**config.mk**
```make
export PLATFORM = sky130hd
export DESIGN_NAME = branch_pc_controller
export DESIGN_NICKNAME = d
export VERILOG_FILES = /design/src/rtl/riscv_branch_pkg.sv /design/src/rtl/branch_imm_decode.sv /design/src/rtl/branch_pc_controller.sv
export SDC_FILE = /design/constraint.sdc
export NUM_CORES = 1
export LEC_CHECK = 0
export CORE_MARGIN = 8
export CORE_UTILIZATION = 50
export DETAILED_ROUTE_END_ITERATION = 8
export PLACE_DENSITY = 0.81
export SKIP_CTS_REPAIR_TIMING = 1
export SLEW_MARGIN = 0
export SYNTH_ARGS = -nofsm -noshare
export SYNTH_HDL_FRONTEND = slang
export SYNTH_SLANG_ARGS = --single-unit
```
**constraint.sdc**
```tcl
create_clock -name clk -period 3.5 [get_ports clk]
set_clock_uncertainty 0.1 [all_clocks]
set_input_delay 0.525 -clock clk [delete_from_list [all_inputs] [get_ports clk]]
set_output_delay 0.525 -clock clk [all_outputs]
set_load 0.05 [all_outputs]
```
**src/rtl/riscv_branch_pkg.sv**
```systemverilog
// Shared opcode/funct3 constants and FSM state type for the branch PC controller.
package riscv_branch_pkg;

    localparam logic [6:0] OPC_BRANCH = 7'b1100011;

    localparam logic [2:0] F3_BEQ  = 3'b000;
    localparam logic [2:0] F3_BNE  = 3'b001;
    localparam logic [2:0] F3_BLT  = 3'b100;
    localparam logic [2:0] F3_BGE  = 3'b101;
    localparam logic [2:0] F3_BLTU = 3'b110;
    localparam logic [2:0] F3_BGEU = 3'b111;

    localparam int FLUSH_CNT_W = 4;

    typedef enum logic [1:0] {
        RUN     = 2'd0,
        RESOLVE = 2'd1,
        FLUSH   = 2'd2
    } state_t;

endpackage

```
**src/rtl/branch_imm_decode.sv**
```systemverilog
// Combinational B-type immediate extraction: sign-extended, bit 0 forced to zero.
module branch_imm_decode (
    input  logic [31:0] Instruction_code,
    output logic [31:0] imm
);

    logic unused_rs_fields;
    assign unused_rs_fields = ^{Instruction_code[24:12], Instruction_code[6:0]};

    assign imm = {{19{Instruction_code[31]}}, Instruction_code[31], Instruction_code[7],
                  Instruction_code[30:25], Instruction_code[11:8], 1'b0};

endmodule

```
**src/rtl/branch_pc_controller.sv**
```systemverilog
// Sequences the PC around conditional branches: accept, resolve, fixed-length flush.
// Optional taken-branch statistics counter is built when BRANCH_STATS_EN is defined.
module branch_pc_controller
    import riscv_branch_pkg::*;
#(
    parameter logic [31:0] RESET_PC     = 32'h0000_0000,
    parameter int          FLUSH_CYCLES = 2
) (
    input  logic        clk,
    input  logic        reset_n,
    input  logic        instr_valid,
    output logic        instr_ready,
    input  logic [31:0] Instruction_code,
    input  logic [31:0] rs1_data,
    input  logic [31:0] rs2_data,
    output logic [31:0] pc,
    output logic        flush,
    output logic        branch_taken,
    output logic        branch_fault,
`ifdef BRANCH_STATS_EN
    output logic [31:0] taken_count,
`endif
    output state_t      state_dbg
);

    localparam logic [FLUSH_CNT_W-1:0] FLUSH_INIT = FLUSH_CNT_W'(FLUSH_CYCLES - 1);

    // Handshake: an instruction is consumed on a rising edge where instr_valid and
    // instr_ready are both high; ready is only offered in RUN and never during reset.
    state_t                 state;
    logic [31:0]            pc_lat;
    logic [31:0]            imm_lat;
    logic [31:0]            rs1_lat;
    logic [31:0]            rs2_lat;
    logic [2:0]             f3_lat;
    logic [FLUSH_CNT_W-1:0] cnt;
    logic [31:0]            imm_dec;
    logic [31:0]            target;
    logic                   f3_illegal;
    logic                   cond_true;
    logic                   redirect_ok;
    logic                   accept;
    logic                   is_branch;

    branch_imm_decode u_imm (
        .Instruction_code (Instruction_code),
        .imm              (imm_dec)
    );

    assign instr_ready = reset_n && (state == RUN);
    assign accept      = instr_valid && instr_ready;
    assign is_branch   = (Instruction_code[6:0] == OPC_BRANCH);
    assign target      = pc_lat + imm_lat;
    assign state_dbg   = state;

    always_comb begin
        cond_true  = 1'b0;
        f3_illegal = 1'b0;
        case (f3_lat)
            F3_BEQ:  cond_true = (rs1_lat == rs2_lat);
            F3_BNE:  cond_true = (rs1_lat != rs2_lat);
            F3_BLT:  cond_true = ($signed(rs1_lat) <  $signed(rs2_lat));
            F3_BGE:  cond_true = ($signed(rs1_lat) >= $signed(rs2_lat));
            F3_BLTU: cond_true = (rs1_lat <  rs2_lat);
            F3_BGEU: cond_true = (rs1_lat >= rs2_lat);
            default: f3_illegal = 1'b1;
        endcase
    end

    assign redirect_ok = !f3_illegal && cond_true && (target[1:0] == 2'b00);

    always_ff @(posedge clk or negedge reset_n) begin
        if (!reset_n) begin
            state        <= RUN;
            pc           <= RESET_PC;
            flush        <= 1'b0;
            branch_taken <= 1'b0;
            branch_fault <= 1'b0;
            cnt          <= '0;
            pc_lat       <= '0;
            imm_lat      <= '0;
            rs1_lat      <= '0;
            rs2_lat      <= '0;
            f3_lat       <= '0;
        end else begin
            branch_taken <= 1'b0;
            branch_fault <= 1'b0;
            case (state)
                RUN: begin
                    if (accept) begin
                        if (is_branch) begin
                            pc_lat  <= pc;
                            imm_lat <= imm_dec;
                            f3_lat  <= Instruction_code[14:12];
                            rs1_lat <= rs1_data;
                            rs2_lat <= rs2_data;
                            state   <= RESOLVE;
                        end else begin
                            pc <= pc + 32'd4;
                        end
                    end
                end
                RESOLVE: begin
                    if (redirect_ok) begin
                        pc           <= target;
                        branch_taken <= 1'b1;
                        flush        <= 1'b1;
                        cnt          <= FLUSH_INIT;
                        state        <= FLUSH;
                    end else begin
                        // Illegal funct3 and misaligned taken targets both fall through.
                        branch_fault <= f3_illegal || cond_true;
                        pc           <= pc_lat + 32'd4;
                        state        <= RUN;
                    end
                end
                FLUSH: begin
                    if (cnt == '0) begin
                        flush <= 1'b0;
                        state <= RUN;
                    end else begin
                        cnt <= cnt - 1'b1;
                    end
                end
                default: state <= RUN;
            endcase
        end
    end

`ifdef BRANCH_STATS_EN
    always_ff @(posedge clk or negedge reset_n) begin
        if (!reset_n) begin
            taken_count <= '0;
        end else if (state == RESOLVE && redirect_ok && taken_count != 32'hFFFF_FFFF) begin
            taken_count <= taken_count + 32'd1;
        end
    end
`endif

endmodule

```
==> impl_results.md <==
* Outcome: completed
* Deepest clock path buffer count at 2
* Port bufs at about 130
* Initial antenna violation count at 0
* Comb pwr share at 20.7%
* Crit path time final at 3320 ps
* Clock sinks at 152
* Syn Nets at 1,252
* Clock power frac at about two fifths
* Max VDD drop at ~0.43 mV
* Int Power at 3.61 mW
* Post-layout util at ~63%
* Row cnt at 50
* Setup violators final at 0
* DPL Wire Length at ~18 mm
* Mux cell area share after synthesis at 4.79%
* Main combinational cell family by area after synthesis: simple AND/OR/NAND/NOR gates
* First-pass GRT wire length at a little over 40 mm
* Ys flop type: dfrtp_1
* RSZ-0062 raised after global routing: no
* Cell count after synthesis at ~1,100
* Avg Cell Area, Syn at 8.73 µm²
* YS warnings at 0
* Placed cell areas at 0.0111 mm²
* #FFs+latches synth at 152
* CTS Root Cell: clkbuf_16
* Sequential Power Share at between 40% and 50%
* Chip width at ~150 µm
* Critical path type: reg -> reg
* Io pins at 137
* Max FO, Critical Path at 3
* Post-synthesis xor/xnor area fraction at 6.92%
* # fillers at 1,560
* Die Area at 0.0236 mm²
* Mapped cell area at 0.00949 mm²
* EDFF count, synth at 0
* Leakage power at between 5 and 6 nW
* P_sw at 1.52 mW
* Adder-cell share of the synthesized area at 8.78%
* Die height at between 150 and 200 µm
* Post-synth cell types at 72
* Maxcap violations at 0
* Final slew viol count at 0
* Post-route ant nets at 0
* Most frequent cells in the layout: nand2_1 (256), dfrtp_1 (152), clkdlybuf4s50_1 (124)
* TritonCTS buffer count at 17
* Worst skew pair latency at 420 ps
* Starting Density at 50.9%
* Setup_tns at 0 ps
* Commonest non-fill, non-tap cell in the layout: nand2_1
* Worst slew margin at 30.3%
* Clock Pin Slew Worst Setup and Hold Paths at 60 ps
* GRT overflow at 0
* Synth Area in Compound Gates at 14.6%
* Via count at slightly above 8,000
* Ant. Diodes at 0
* Fin area at 0.0118 mm²
* Final Hold Fails at 0
* Gr usage total at 21.4%
* Pin count of the biggest net entering global routing at 84
* Final worst-path cycle share at 94.8%
* H-Tree Depth at 4
* Startpoint class of the critical path: flop
* Max Clock Freq at 301 MHz
* Layout cells sized above 1 at 8.91%
* Core Region at 0.0186 mm²
* Critical Path RT at roughly 3700 ps
* Post-Synth Simple-Gate Area at 21.1%
* HP Class: reg -> reg
* Wire length per cell at 16.9 µm
* Worst setup slack after layout at 182 ps
* DRT Pass-1 Iters at 5
* Pre-CTS WS at 120 ps
* Fin nets at 1,387
* Routed Wire Length at about 25 mm
* Detailed-route DRC error count at 0
* Post-synth ARST share at between 90% and 100%
* Vias per cell at 5.64
* Routability cong. at 0.912
* Worst-margin pin slew at 1050 ps
* Sw Share at 29.7%
* TritonCTS clock tree: done
* CP endpoint kind: flop
* Layout area overhead at 24.4%
* Pwr/cell area at 435 mW/mm²
* DR iter-0 viols at 453
* CP arrival at 3510 ps
* Vias in the first global route at 8,399
* Sequential share of the synthesized area at 40.1%
-- critical path: stages (launching register included) --
cell and delay [ps]:
dfrtp_1 350, ha_1 200, inv_1 60, fa_1 400, nor2b_1 190, o2111ai_1 220
a211oi_2 380, o2111ai_2 190, a21oi_2 180, o21ai_0 200, o31ai_1 360, buf_4 170
a41o_1 160, nor2_1 40
-- metrics by stage --
step	hold slack, ps	cells	power [mW]
after floorplan	129	1087	2.72
after global placement	266	1436	3.13
after detailed placement	267	1436	3.15
after CTS	-183	1467	5.15
after global routing	402	1468	5.37
final	385	1468	5.13
-- metal layers --
layer,wire length [µm],vias up,global-route usage [%]
met4,523,0,7.05
met3,1290,36,4.23
met5,0,-,0
li1,-,4045,-
met1,10800,3972,27.1
met2,12200,221,36.0
-- power by group through the flow --
stage	Sequential [mW]	Clock, mW	Combinational, mW
2_1_floorplan	2.27	0	0.445
3_3_place_gp	2.09	0	1.04
3_5_place_dp	2.10	0	1.05
4_1_cts	2.07	2.02	1.07
5_1_grt	2.10	2.11	1.16
6_report	2.07	2.00	1.06
-- cells in the mapped netlist, types with 3 or more instances --
| library cell | number | area share (%) |
|---|---|---|
| a211o_1 | 3 | 0.28 |
| a211oi_1 | 3 | 0.24 |
| a21o_1 | 18 | 1.4 |
| a21oi_1 | 48 | 2.5 |
| a221oi_2 | 3 | 0.47 |
| a22oi_1 | 3 | 0.24 |
| a31oi_1 | 4 | 0.26 |
| and3_1 | 11 | 0.73 |
| and4_1 | 6 | 0.55 |
| buf_1 | 6 | 0.24 |
| clkbuf_1 | 30 | 1.2 |
| dfrtp_1 | 152 | 40 |
| ha_1 | 65 | 8.6 |
| inv_1 | 53 | 2.1 |
| mux2_2 | 27 | 3.2 |
| mux2i_1 | 15 | 1.6 |
| nand2_1 | 256 | 10 |
| nand2b_1 | 10 | 0.66 |
| nand3_1 | 30 | 1.6 |
| nand4_1 | 19 | 1.3 |
| nor2_1 | 56 | 2.2 |
| nor2b_1 | 8 | 0.53 |
| nor3_1 | 19 | 1.0 |
| nor4_1 | 7 | 0.46 |
| o2111ai_1 | 4 | 0.37 |
| o211ai_1 | 6 | 0.47 |
| o21a_1 | 6 | 0.47 |
| o21ai_0 | 75 | 4.0 |
| o21bai_1 | 3 | 0.24 |
| o22ai_1 | 6 | 0.40 |
| o31ai_1 | 5 | 0.40 |
| o41ai_1 | 3 | 0.28 |
| or2_2 | 3 | 0.20 |
| or3_1 | 4 | 0.26 |
| xnor2_1 | 47 | 4.3 |
| xor2_1 | 28 | 2.6 |
-- worst paths after layout --
path                            start          to  slack [ps]  cells past startpoint
min                        imm_lat[7]  imm_lat[7]         380                      2
min in group asynchronous     reset_n  pc_lat[17]         390                      2
max reg2reg                imm_lat[1]      pc[29]         180                     13
max in group asynchronous     reset_n       pc[1]        1260                      4
min reg2reg                imm_lat[7]  imm_lat[7]         380                      2
max                        imm_lat[1]      pc[29]         180                     13
-- layout make-up --
cell class / instances / area (µm²) / area share (%)
Clock inverter: 12 / 199 / 1.68
Inverter: 53 / 200 / 1.70
Sequential cell: 152 / 3800 / 32.2
Timing Repair Buffer: 156 / 1530 / 12.9
Tap cell: 234 / 293 / 2.48
Multi-Input combinational cell: 842 / 5360 / 45.3
Clock buffer: 19 / 433 / 3.67
-- sequential cells by signal, indices dropped and copies added, names as in the netlist --
| signal | count |
|---|---|
| pc | 32 |
| pc_lat | 32 |
| cnt | 4 |
| branch_taken | 1 |
| imm_lat | 12 |
| rs1_lat | 32 |
| flush | 1 |
| f3_lat | 3 |
| state_dbg | 2 |
| branch_fault | 1 |
| rs2_lat | 32 |
-- cell families after synthesis --
kind of cell,count (synthesis)
AO/OA/AOI/OAI,214
XOR/XNOR,75
adder cells (fa/ha/maj),66
buffers and inverters,93
flip-flops,152
multiplexers,42
AND/OR/NAND/NOR,445
Note: power is estimated with default switching activity, not from simulation.
